$ cat src/rtl/mem_access.sv
// Memory-access pipeline stage: captures an execute-stage instruction, runs an
// optional data-memory transaction with timeout, then presents a one-cycle write-back.
module mem_access #(
   parameter int unsigned MEM_TIMEOUT = 15
) (
   input  logic        clk,
   input  logic        rst_n,
   input  logic        ex_valid,
   output logic        ex_ready,
   input  logic [31:0] alu_data,
   input  logic [31:0] rd_data2,
   input  logic [31:0] branch_pc,
   input  logic        zero_flag,
   input  logic        mem_read,
   input  logic        mem_write,
   input  logic        branch,
   input  logic        mem_to_reg,
   input  logic        reg_write,
   input  logic [4:0]  write_reg,
   output logic        dmem_req,
   output logic        dmem_we,
   output logic [31:0] dmem_addr,
   output logic [31:0] dmem_wdata,
   input  logic [31:0] dmem_rdata,
   input  logic        dmem_ack,
   output logic        wb_valid,
   output logic        wb_we,
   output logic [4:0]  wb_reg,
   output logic [31:0] wb_data,
   output logic        branch_taken,
   output logic [31:0] branch_target,
   output logic        misalign,
   output logic        bus_err
);

   localparam int unsigned CW = 8;
   localparam logic [1:0] IDLE = 2'd0;
   localparam logic [1:0] MEM  = 2'd1;
   localparam logic [1:0] DONE = 2'd2;

   logic [1:0]    state, state_nxt;
   logic [CW-1:0] cnt, cnt_nxt;
   logic          c_rd, c_wr, c_br, c_zf, c_m2r, c_rw;
   logic          c_rd_nxt, c_wr_nxt, c_br_nxt, c_zf_nxt, c_m2r_nxt, c_rw_nxt;
   logic [4:0]    c_reg, c_reg_nxt;
   logic [31:0]   c_alu, c_alu_nxt, c_wd, c_wd_nxt, c_bpc, c_bpc_nxt;
   logic [31:0]   rdata_q, rdata_nxt;
   logic          load_ok, load_ok_nxt, mis_q, mis_nxt, bus_q, bus_nxt;
   logic          accept, in_mem, in_done;

   assign accept  = ex_valid & (state != MEM);
   assign in_mem  = (state_nxt == MEM);
   assign in_done = (state_nxt == DONE);

   // Next-state and capture logic
   always_comb begin
      state_nxt   = state;
      cnt_nxt     = cnt;
      c_rd_nxt    = c_rd;
      c_wr_nxt    = c_wr;
      c_br_nxt    = c_br;
      c_zf_nxt    = c_zf;
      c_m2r_nxt   = c_m2r;
      c_rw_nxt    = c_rw;
      c_reg_nxt   = c_reg;
      c_alu_nxt   = c_alu;
      c_wd_nxt    = c_wd;
      c_bpc_nxt   = c_bpc;
      rdata_nxt   = rdata_q;
      load_ok_nxt = load_ok;
      mis_nxt     = mis_q;
      bus_nxt     = bus_q;
      case (state)
         IDLE, DONE: begin
            if (accept) begin
               c_rd_nxt    = mem_read;
               c_wr_nxt    = mem_write;
               c_br_nxt    = branch;
               c_zf_nxt    = zero_flag;
               c_m2r_nxt   = mem_to_reg;
               c_rw_nxt    = reg_write;
               c_reg_nxt   = write_reg;
               c_alu_nxt   = alu_data;
               c_wd_nxt    = rd_data2;
               c_bpc_nxt   = branch_pc;
               load_ok_nxt = 1'b0;
               mis_nxt     = 1'b0;
               bus_nxt     = 1'b0;
               cnt_nxt     = '0;
               state_nxt   = DONE;
               if (mem_read | mem_write) begin
                  if (alu_data[1:0] == 2'b00) begin
                     state_nxt = MEM;
                     cnt_nxt   = CW'(1);
                  end else begin
                     mis_nxt = 1'b1;
                  end
               end
            end else begin
               state_nxt = IDLE;
            end
         end
         MEM: begin
            // An ack on the final permitted cycle still counts as success
            if (dmem_ack) begin
               rdata_nxt   = dmem_rdata;
               load_ok_nxt = c_rd;
               cnt_nxt     = '0;
               state_nxt   = DONE;
            end else if (cnt == CW'(MEM_TIMEOUT)) begin
               bus_nxt   = 1'b1;
               cnt_nxt   = '0;
               state_nxt = DONE;
            end else begin
               cnt_nxt = cnt + CW'(1);
            end
         end
         default: state_nxt = IDLE;
      endcase
   end

   always_ff @(posedge clk) begin
      if (!rst_n) begin
         state   <= IDLE;
         cnt     <= '0;
         c_rd    <= 1'b0;
         c_wr    <= 1'b0;
         c_br    <= 1'b0;
         c_zf    <= 1'b0;
         c_m2r   <= 1'b0;
         c_rw    <= 1'b0;
         c_reg   <= '0;
         c_alu   <= '0;
         c_wd    <= '0;
         c_bpc   <= '0;
         rdata_q <= '0;
         load_ok <= 1'b0;
         mis_q   <= 1'b0;
         bus_q   <= 1'b0;
      end else begin
         state   <= state_nxt;
         cnt     <= cnt_nxt;
         c_rd    <= c_rd_nxt;
         c_wr    <= c_wr_nxt;
         c_br    <= c_br_nxt;
         c_zf    <= c_zf_nxt;
         c_m2r   <= c_m2r_nxt;
         c_rw    <= c_rw_nxt;
         c_reg   <= c_reg_nxt;
         c_alu   <= c_alu_nxt;
         c_wd    <= c_wd_nxt;
         c_bpc   <= c_bpc_nxt;
         rdata_q <= rdata_nxt;
         load_ok <= load_ok_nxt;
         mis_q   <= mis_nxt;
         bus_q   <= bus_nxt;
      end
   end

   // Outputs registered from the next-cycle view of state and captured fields
   always_ff @(posedge clk) begin
      if (!rst_n) begin
         ex_ready      <= 1'b1;
         dmem_req      <= 1'b0;
         dmem_we       <= 1'b0;
         dmem_addr     <= '0;
         dmem_wdata    <= '0;
         wb_valid      <= 1'b0;
         wb_we         <= 1'b0;
         wb_reg        <= '0;
         wb_data       <= '0;
         branch_taken  <= 1'b0;
         branch_target <= '0;
         misalign      <= 1'b0;
         bus_err       <= 1'b0;
      end else begin
         ex_ready      <= ~in_mem;
         dmem_req      <= in_mem;
         dmem_we       <= in_mem & c_wr_nxt;
         dmem_addr     <= in_mem ? c_alu_nxt : '0;
         dmem_wdata    <= in_mem ? c_wd_nxt : '0;
         wb_valid      <= in_done;
         wb_we         <= in_done & c_rw_nxt & ~mis_nxt & ~bus_nxt;
         wb_reg        <= in_done ? c_reg_nxt : '0;
         wb_data       <= !in_done ? '0 :
                          (c_m2r_nxt & load_ok_nxt) ? rdata_nxt : c_alu_nxt;
         branch_taken  <= in_done & c_br_nxt & c_zf_nxt;
         branch_target <= in_done ? c_bpc_nxt : '0;
         misalign      <= in_done & mis_nxt;
         bus_err       <= in_done & bus_nxt;
      end
   end

endmodule

$ cat config.mk
export PLATFORM = sky130hd
export DESIGN_NAME = mem_access
export DESIGN_NICKNAME = d
export VERILOG_FILES = /design/src/rtl/mem_access.sv
export SDC_FILE = /design/constraint.sdc
export NUM_CORES = 1
export LEC_CHECK = 0
export ABC_AREA = 1
export BUFFER_PORTS_ARGS = -buffer_cell sky130_fd_sc_hd__buf_4
export CORE_ASPECT_RATIO = 1.25
export CORE_MARGIN = 2
export CORE_UTILIZATION = 51
export DETAILED_ROUTE_END_ITERATION = 8
export PLACE_DENSITY_LB_ADDON = 0.1
export REMOVE_ABC_BUFFERS = 1
export SLEW_MARGIN = 30
export SYNTH_ARGS = -nofsm -noshare
export SYNTH_HDL_FRONTEND = slang
export SYNTH_SLANG_ARGS = --single-unit
$ cat constraint.sdc
create_clock -name clk -period 1.6 [get_ports clk]
set_clock_uncertainty 0.05 [all_clocks]
set_input_delay 0 -clock clk [delete_from_list [all_inputs] [get_ports clk]]
set_output_delay 0 -clock clk [all_outputs]
set_load 0.05 [all_outputs]
==> key figures, run 1 <==
Global routing
  • Initial antenna violation count: 0
  • Total gr overflow: 0
  • Number of global-route vias before repair: 9223
  • Global Route Usage Sum: 26.4%
  • Largest net degree at the start of global routing: 54
  • First-pass GRT wire length: around 45000 µm

Floorplan
  • Die X: about 130 µm
  • DIE HEIGHT: roughly 160 µm
  • Initial core utilization: 51.9%
  • Die area: ~0.021 mm²
  • I/O Pins: 284
  • Core area: between 0.015 and 0.02 mm²
  • Row cnt: between 50 and 60

Worst setup path
  • Top Family by Delay on Critical Path: simple AND/OR/NAND/NOR gates
  • Most common cell type on the critical path: nor2_1
  • CP max FO: 29
  • WS Path Type: flip-flop to flip-flop
  • Worst setup EP type: flip-flop
  • Arrival time at the worst endpoint: ~1.9 ns
  • Startpoint types: flip-flop
  • CP Data Required Time: about 2.0 ns
  • Worst Path Buf+Inv: 1
  • Worst-path cell chain: nor2_1 > nand3_2 > nor2_4 > nand2_1 > nand2_2 > nand2_4 > buf_12 > nor2_1
  • CP max-delay cell: dfxtp_1
  • Crit-path max cell delay: 0.35 ns

Yosys
  • Unique masters post-synth: 30
  • Post-synth top flop: dfxtp_1
  • Syn avg cell area: between 8 and 9 µm²
  • Asr flop ratio synth: 0%
  • EDFF count, synth: 0
  • Synth Register Bits: between 200 and 300
  • Cell Area, Synth: between 0.01 and 0.015 mm²
  • Ys Warns: 0
  • Post-Syn Instances: 1157
  • Register area share after synthesis: just under 60%

CTS
  • Root buf cell: clkbuf_16
  • Max clock buf depth: 3
  • TritonCTS buffer count: 28
  • Clk_lat worst skew: around 0.54 ns
  • H-tree levels: 1
  • CTS tree: done
  • Postcts setup bufs: 0
  • Reg clk slew, reported paths: about 0.06 ns
  • Clock Sinks: 293

Timing
  • Crit path time final: 1.49 ns
  • Fin worst setup slack: between 0.1 and 0.15 ns
  • Final setup TNS: 0 ns
  • Final hold vios: 0
  • Max Clk Rate: roughly 670 MHz
  • Final period util: a little over 90%
  • Slew margin rel.: about 75%
  • Final number of setup-violating endpoints: 0
  • Slew Viols, Final: 0
  • Worst Max-Slew Pin Slew: ~0.38 ns

Layout
  • Layout cell share with drive strength beyond 1: between 20% and 30%
  • # diodes: 0
  • Most common cell after layout, fill and taps aside: buf_4
  • # fillers: roughly 1300
  • Most frequent cells in the layout: buf_4, dfxtp_1, nand2_1, nor2_1, dlygate4sd3_1
  • Core Util, Final: between 70 and 80%
  • Post-layout nets: between 1500 and 2000
  • Syn-to-layout area delta: 48.1%

Power
  • Clk pwr share: 38.8%
  • Switch Pwr: roughly 0.004 W
  • Sw Share: between 20% and 30%
  • Sequential share of power: about 48%
  • Pwr dens: 1080 mW/mm²
  • Leak: 7.15 nW
  • Maximum VDD drop: approximately 1000 µV
  • Internal power: roughly 0.012 W
  • Combinational share of power: 13.4%

Placed design
  • PortBufs: 283
  • Dpl hpwl: between 15000 and 20000 µm
  • Routability Congestion: ~0.80
  • Pre-CTS WS: between 0.03 and 0.04 ns

Run
  • Maxcap violations: 0

Drt
  • Drt drc: 0
  • Drt wl/cell: ~15 µm
  • First-pass iteration count of the detailed router: 4
  • Antenna Violating Nets Remaining: 0
  • Via count: between 9000 and 10000
  • 1st-iter DRT viols: 499
  • Post-Route WL: around 29000 µm
  • Vias per cell: roughly 4.9

Outcome
  • Status: completed

Min path
  • Hold crit path type: input pin to flip-flop
-- cells in the mapped netlist, types with 2 or more instances --
| cell | instances | area share, % |
|---|---|---|
| o21ai_0 | 8 | 0.40 |
| or2_2 | 41 | 2.5 |
| inv_2 | 4 | 0.15 |
| buf_2 | 43 | 2.1 |
| nand3_1 | 3 | 0.15 |
| nand4_1 | 64 | 4.0 |
| a21oi_1 | 76 | 3.8 |
| nor2_1 | 181 | 6.8 |
| dfxtp_1 | 293 | 58 |
| nor2_4 | 3 | 0.34 |
| mux2i_1 | 30 | 3.0 |
| nand3_2 | 2 | 0.20 |
| buf_6 | 7 | 0.78 |
| o211ai_1 | 41 | 3.1 |
| buf_4 | 4 | 0.30 |
| inv_1 | 89 | 3.3 |
| clkbuf_1 | 17 | 0.63 |
| nand2_2 | 2 | 0.12 |
| nand2_1 | 234 | 8.7 |
| buf_1 | 5 | 0.19 |
-- worst register-to-register path, cell delays in order, from the launching register on --
cell,delay [ns]
dfxtp_1,0.35
nor2_1,0.13
nand3_2,0.11
nor2_4,0.17
nand2_1,0.08
nand2_2,0.10
nand2_4,0.10
buf_12,0.19
nor2_1,0.16
-- cell type report --
| class | count | area, µm² | share of cell area [%] |
|---|---|---|---|
| tap | 265 | 332 | 2.22 |
| timing repair buffer | 467 | 4010 | 26.9 |
| sequential | 293 | 5870 | 39.4 |
| clock buffer | 41 | 830 | 5.57 |
| inverter | 94 | 354 | 2.38 |
| clock inverter | 4 | 33.8 | 0.227 |
| multi-input combinational | 694 | 3480 | 23.3 |
-- repair_timing --
| action | 4_1_cts | 5_1_grt |
|---|---|---|
| resized for setup | 0 | 11 |
| hold buffers | 143 | 0 |
| endpoints found under the hold margin | 286 | 0 |
| endpoints found under the setup margin | 0 | 107 |
-- routing by layer --
layer	global-route usage, %	routed length (µm)	vias up
met4	8.26	697	0
li1	-	-	4518
met5	0	0	-
met3	5.86	2000	55
met1	31.3	11800	4250
met2	47.1	14300	330
-- through the flow --
step	hold slack (ns)	instance area, µm²	std cells	total power, W
6_report	0.217	14900	1858	0.0160
4_1_cts	0.196	14800	1857	0.0161
5_1_grt	0.225	14900	1858	0.0166
2_1_floorplan	0.0727	9660	1081	0.00886
3_3_place_gp	0.207	12500	1669	0.00961
3_5_place_dp	0.211	12500	1669	0.00964
-- final timing paths --
kind / startpoint / to / slack, ns / cells past startpoint
min: branch_pc[31] / c_bpc[31] / 0.22 / 4
min reg2reg: cnt[7] / cnt[7] / 0.42 / 2
max reg2reg: cnt[5] / branch_target[26] / 0.11 / 8
max: cnt[5] / branch_target[26] / 0.11 / 8
-- power groups by stage --
stage	logic [W]	clock network [W]	registers, W
after floorplan	0.000678	0	0.00818
after global placement	0.00179	0	0.00782
after detailed placement	0.00181	0	0.00783
after CTS	0.00211	0.00631	0.00767
after global routing	0.00231	0.00662	0.00770
final	0.00215	0.00622	0.00768
-- logic make-up after synthesis --
| group | count (synthesis) | share of synthesized area, % |
|---|---|---|
| flops | 293 | 58.3 |
| compound gates | 129 | 7.68 |
| buf+inv | 170 | 7.55 |
| xor+xnor | 1 | 0.0870 |
| mux | 30 | 2.98 |
| fa+ha+maj | 1 | 0.124 |
| simple gates | 533 | 23.3 |
(Power assumes the default switching activity.)
==> inputs of run 2 (changes only) <==
==> constraint.sdc (replaced) <==
create_clock -name clk -period 1.5 [get_ports clk]
set_clock_uncertainty 0.05 [all_clocks]
set_input_delay 0 -clock clk [delete_from_list [all_inputs] [get_ports clk]]
set_output_delay 0 -clock clk [all_outputs]
set_load 0.05 [all_outputs]
==> key figures, run 2 (synthesis gave the netlist of run 1 again) <==
Worst setup path
  • Worst setup EP type: flip-flop
  • Startpoint types: flip-flop
  • WS Path Type: flip-flop to flip-flop
  • Worst reg2reg startpoint: cnt[0]
  • CP max FO: 24
  • CP Launch Point: cnt[0]
  • R2R cell count: 8
  • Arrival time at the worst endpoint: 1.95 ns
  • FF-to-FF setup slack: -0.08 ns
  • CP Data Required Time: roughly 1.9 ns
  • Reg-to-reg endpoint: dmem_addr[20]

Min path
  • Hold worst-path end: c_bpc[22]
  • Hold path depth: 4
  • Hold Crit Start: branch_pc[22]
  • Hold crit path type: input pin to flip-flop

Placed design
  • Placed Area: roughly 0.013 mm²
  • PortBufs: between 200 and 300
  • Routability Congestion: ~0.77
  • Dpl hpwl: around 17000 µm
  • Dpl cells: between 1500 and 2000

Layout
  • Layout cell share with drive strength beyond 1: between 30% and 40%
  • Fin cells: between 1500 and 2000
  • # fillers: 1102
  • Most frequent cells in the layout: buf_4, dfxtp_1, nand2_1, nor2_1, dlygate4sd3_1
  • Syn-to-layout area delta: 58.6%
  • # diodes: 0
  • Post-layout nets: around 1800
  • Final instance area: ~0.016 mm²
  • Most common cell after layout, fill and taps aside: buf_4
  • Core Util, Final: 82.3%

Floorplan
  • I/O Pins: 284
  • Die X: about 130 µm
  • Initial core utilization: between 50 and 60%
  • Core area: approximately 0.019 mm²
  • Row cnt: 57
  • Die area: approximately 0.021 mm²
  • DIE HEIGHT: 161 µm

CTS
  • Root buf cell: clkbuf_16
  • CTS tree: done
  • TritonCTS buffer count: 27
  • Max clock buf depth: 3
  • Clock Sinks: 293
  • Reg clk slew, reported paths: about 0.070 ns
  • Clk_lat worst skew: 0.54 ns
  • H-tree levels: 1

Power
  • Pwr dens: between 1000 and 1500 mW/mm²
  • Leak: ~7.5 nW
  • Maximum VDD drop: ~1000 µV

Global routing
  • Total gr overflow: 0
  • Initial antenna violation count: 0
  • Number of global-route vias before repair: slightly below 10000
  • Global Route Usage Sum: about 28%
  • First-pass GRT wire length: about 47000 µm
  • Largest net degree at the start of global routing: 68

Drt
  • Drt wl/cell: roughly 18 µm
  • Post-Route WL: 33600 µm
  • 1st-iter DRT viols: 580
  • Via count: 9670
  • Vias per cell: about 5.1
  • Drt drc: 0
  • Antenna Violating Nets Remaining: 0
  • First-pass iteration count of the detailed router: 5

Timing
  • Worst Max-Slew Pin Slew: about 0.38 ns
  • Final number of setup-violating endpoints: between 50 and 60
  • Unrepaired setup endpoints after global routing: true
  • Slew margin rel.: between 70% and 80%
  • Slew Viols, Final: 0
  • Final hold vios: 0
  • Fin worst setup slack: -0.0778 ns
  • Crit path time final: approximately 1.6 ns
  • Min Hold Slack: between 0.2 and 0.25 ns
  • Final period util: 105%
  • Max Clk Rate: ~630 MHz
  • Final setup TNS: -1.92 ns

Outcome
  • Status: complete, but fails checks
  • Failing checks: setup timing

Run
  • Maxcap violations: 0
-- run 2: metal layers --
layer  GRT usage (%)  vias up  routed length (µm)
met5               0        -                   0
met4            9.24        0                 848
met3            6.69       70                2570
met2            49.5      408               17400
met1            32.7     4588               12800
li1                -     4604                   -
-- run 2: critical path, cell delays in order (launching register included) --
cell     delay, ns
dfxtp_2       0.36
ha_4          0.15
nand3_4       0.09
nor2_4        0.13
buf_6         0.12
nor2_4        0.05
o21ai_4       0.22
buf_12        0.22
nor2_1        0.07
-- run 2: how the worst max path moves through the flow --
| stage | to | slack (ns) | cells after the start |
|---|---|---|---|
| 4_1_cts | dmem_addr[24] | 0.009 | 8 |
| 2_1_floorplan | dmem_wdata[0] | -3.53 | 5 |
| 3_3_place_gp | wb_we | -0.009 | 6 |
| 3_5_place_dp | wb_data[20] | -0.04 | 8 |
| 5_1_grt | dmem_addr[16] | -0.11 | 8 |
| 6_report | dmem_addr[20] | -0.08 | 8 |
-- run 2: timing repair --
item / 4_1_cts / 5_1_grt
setup endpoints to repair: 130 / 129
cloned: 1 / 12
hold endpoints to repair: 288 / 0
buffers inserted: 3 / 10
gates resized for setup: 11 / 106
hold buffers: 143 / 0
pin swaps: 4 / 14
-- run 2: through the flow --
step	setup slack (ns)	power (W)
global placement	-0.00918	0.0103
detailed placement	-0.0361	0.0103
finish	-0.0778	0.0186
global route	-0.113	0.0192
CTS	0.00887	0.0183
floorplan	-3.53	0.00945
-- run 2: final cells by class --
class / count / area (µm²) / area share (%)
Multi-Input combinational cell: 694 / 3800 / 23.8
Timing Repair Buffer: 501 / 4600 / 28.8
Sequential cell: 293 / 5870 / 36.8
Clock inverter: 12 / 239 / 1.50
Inverter: 94 / 354 / 2.22
Tap cell: 265 / 332 / 2.08
Clock buffer: 38 / 767 / 4.80
-- run 2: power by group --
group	internal, W	leakage, nW	total, W	switching, W
combinational	0.00120	4.64	0.00265	0.00146
sequential	0.00810	2.39	0.00820	0.000104
clock	0.00477	0.495	0.00774	0.00297
==> inputs of run 3 (changes only) <==
--- a/config.mk
+++ b/config.mk
@@ -5,7 +5,6 @@
 export SDC_FILE = /design/constraint.sdc
 export NUM_CORES = 1
 export LEC_CHECK = 0
-export ABC_AREA = 1
 export BUFFER_PORTS_ARGS = -buffer_cell sky130_fd_sc_hd__buf_4
 export CORE_ASPECT_RATIO = 1.25
 export CORE_MARGIN = 2
==> key figures, run 3 <==
CTS
  • CTS tree: done
  • Clk_lat worst skew: 0.54 ns
  • Reg clk slew, reported paths: ~0.070 ns
  • Clock Sinks: approximately 300
  • H-tree levels: 1
  • TritonCTS buffer count: 27
  • Max clock buf depth: 3
  • Root buf cell: clkbuf_16

Yosys
  • Top post-synthesis cells by count: dfxtp_1, nand2_1, nor2b_1, a21boi_0, mux2i_1
  • Post-synth top flop: dfxtp_1
  • Most frequent cell after synthesis: dfxtp_1
  • Unique masters post-synth: 45
  • Asr flop ratio synth: 0%
  • Register area share after synthesis: between 50% and 60%
  • EDFF count, synth: 0
  • Leading area contributor after synthesis: dfxtp_1
  • Synth Register Bits: around 290
  • Cell Area, Synth: 0.0100 mm²
  • Top-area cell type share of the netlist area: between 50% and 60%
  • Post-Syn Instances: between 900 and 1000
  • Syn avg cell area: approximately 11 µm²
  • Top area cells in the synthesized netlist: dfxtp_1, nor2b_1, mux2i_1, nand2_1, a21boi_0
  • Ys Warns: 0

Global routing
  • First-pass GRT wire length: around 50000 µm
  • Total gr overflow: 0
  • Number of global-route vias before repair: roughly 9500
  • Initial antenna violation count: 2
  • Largest net degree at the start of global routing: 59
  • Global Route Usage Sum: 29.6%

Timing
  • Fin worst setup slack: -0.301 ns
  • Slew Viols, Final: 0
  • Worst Max-Slew Pin Slew: about 0.45 ns
  • Final period util: 120%
  • Unrepaired setup endpoints after global routing: true
  • Max Clk Rate: roughly 560 MHz
  • Min Hold Slack: roughly 0.24 ns
  • Final number of setup-violating endpoints: around 210
  • Crit path time final: roughly 1.8 ns
  • Slew margin rel.: between 60% and 70%
  • Final hold vios: 0

Layout
  • Layout cell share with drive strength beyond 1: a little over two fifths
  • Most frequent cells in the layout: buf_4, dfxtp_1, dlygate4sd3_1, nand2_1, nor2b_1
  • Most common cell after layout, fill and taps aside: buf_4
  • Fin cells: 1767
  • Post-layout nets: 1626
  • Syn-to-layout area delta: 71.3%

Power
  • Maximum VDD drop: between 1000 and 1500 µV
  • Leak: roughly 7.3 nW
  • Pwr dens: between 1000 and 1500 mW/mm²

Drt
  • Via count: just over 9000
  • Vias per cell: between 5 and 6
  • Drt wl/cell: about 22 µm
  • Antenna Violating Nets Remaining: 0
  • First-pass iteration count of the detailed router: 5
  • Drt drc: 0
  • 1st-iter DRT viols: 662
  • Post-Route WL: 38100 µm

Floorplan
  • Core area: 0.0194 mm²
  • Die area: 0.0208 mm²
  • I/O Pins: approximately 280
  • Row cnt: 57
  • DIE HEIGHT: ~160 µm
  • Die X: between 100 and 150 µm
  • Initial core utilization: between 50% and 60%

Worst setup path
  • Most common cell type on the critical path: buf_12
  • CP max-delay cell: dfxtp_2
  • Arrival time at the worst endpoint: between 2 and 2.5 ns
  • CP Data Required Time: between 1.5 and 2 ns
  • CP max FO: 8
  • Crit-path max cell delay: 0.34 ns
  • Startpoint types: flip-flop
  • Worst-path cell chain: buf_6 > nor2b_4 > buf_12 > buf_12 > buf_12 > buf_8 > nand2_2 > a21boi_2 > nor2b_2
  • WS Path Type: flip-flop to flip-flop
  • Worst setup EP type: flip-flop

Placed design
  • PortBufs: 283
  • Pre-CTS WS: -0.297 ns
  • Dpl hpwl: around 17000 µm
  • Routability Congestion: slightly below 0.8
  • Dpl cells: ~1500

Outcome
  • Status: complete, but fails checks
  • Failing checks: setup timing

Min path
  • Hold crit path type: input pin to flip-flop

Run
  • Maxcap violations: 0
## run 3: cell count changes in the layout (fill, tap and decap cells not counted), moves of 26 or more
cell      before  now
nor2_1       175   39
nor2b_1        0  126
inv_1         87    5
nand2_1      206  136
nand4_1       64    0
a21oi_1       58    0
o211ai_1      41    0
buf_4        315  355
or2_2         39    0
a21boi_1       0   33
a211oi_2       0   31
nor3b_2        0   30
mux2i_4        4   30
## run 3: path summary, 6_finish.rpt
| kind | from | to | slack [ns] | cells after the start |
|---|---|---|---|---|
| hold reg to reg | c_reg[3] | c_reg[3] | 0.40 | 2 |
| hold / removal | rd_data2[29] | c_wd[29] | 0.24 | 4 |
| setup reg to reg | state[0] | dmem_wdata[0] | -0.30 | 9 |
| setup / recovery | state[0] | dmem_wdata[0] | -0.30 | 9 |
## run 3: cells by family (layout without fill, tap and decap cells)
family          count (synthesis)  in the layout  share of synthesized area (%)
simple gates                  394            394                           20.5
buf+inv                        70            617                           3.30
fa+ha+maj                       1              1                          0.125
mux                            66             66                           6.62
compound gates                128            128                           11.0
other cells                     0              2                              0
flops                         293            293                           58.4
xor+xnor                        1              1                         0.0872
## run 3: per-stage QoR
step | instance area (µm²) | total power, W | setup TNS (ns) | util, %
global placement | 13000 | 0.0101 | -23.34 | 67.0
finish | 17200 | 0.0184 | -29.37 | 88.7
floorplan | 9730 | 0.00926 | -1082.03 | -
global route | 17200 | 0.0188 | -42.21 | 88.7
CTS | 16200 | 0.0178 | -19.53 | 83.6
detailed placement | 13000 | 0.0101 | -27.88 | 67.0
## run 3: worst max-delay path: cells and delay by family (launching register included)
| family | cells | cell delay [ns] |
|---|---|---|
| buffers and inverters | 5 | 0.67 |
| and+or+nand+nor | 3 | 0.50 |
| DFF | 1 | 0.34 |
| AOI/OAI and AO/OA | 1 | 0.15 |
## run 3: layout make-up
| type | count | area (µm²) |
|---|---|---|
| diodes | 2 | 5.00 |
| clock buffers | 36 | 779 |
| clock inverters | 11 | 158 |
| fillers | 846 | 2190 |
| inverters | 6 | 22.5 |
| multi-input cells | 590 | 4790 |
| flip-flops and latches | 293 | 5870 |
| well taps | 265 | 332 |
| repair buffers | 564 | 5250 |
## run 3: repair_timing
| action | in CTS | in global routing |
|---|---|---|
| pin swaps | 9 | 25 |
| endpoints found under the setup margin | 214 | 242 |
| hold endpoints to repair | 280 | 0 |
| hold buffers | 143 | 0 |
| cloned | 6 | 9 |
| buffers inserted | 20 | 25 |
| gates resized for setup | 125 | 172 |
## run 3: where the power goes
part | switching (W) | leakage (nW) | internal, W | total, W
logic | 0.00140 | 4.44 | 0.00141 | 0.00281
registers | 0.000131 | 2.39 | 0.00806 | 0.00820
clock network | 0.00307 | 0.466 | 0.00431 | 0.00739
total | 0.00460 | 7.30 | 0.0138 | 0.0184
## run 3: routing by layer
layer / share of wire, % / wire length (µm) / vias up / global-route usage [%]
met5: 0 / 0 / - / 0
met4: 4.6 / 1770 / 0 / 11.0
met1: 36 / 13600 / 4543 / 33.2
met3: 7.2 / 2740 / 132 / 5.96
met2: 52 / 20000 / 431 / 54.5
li1: - / - / 4201 / -
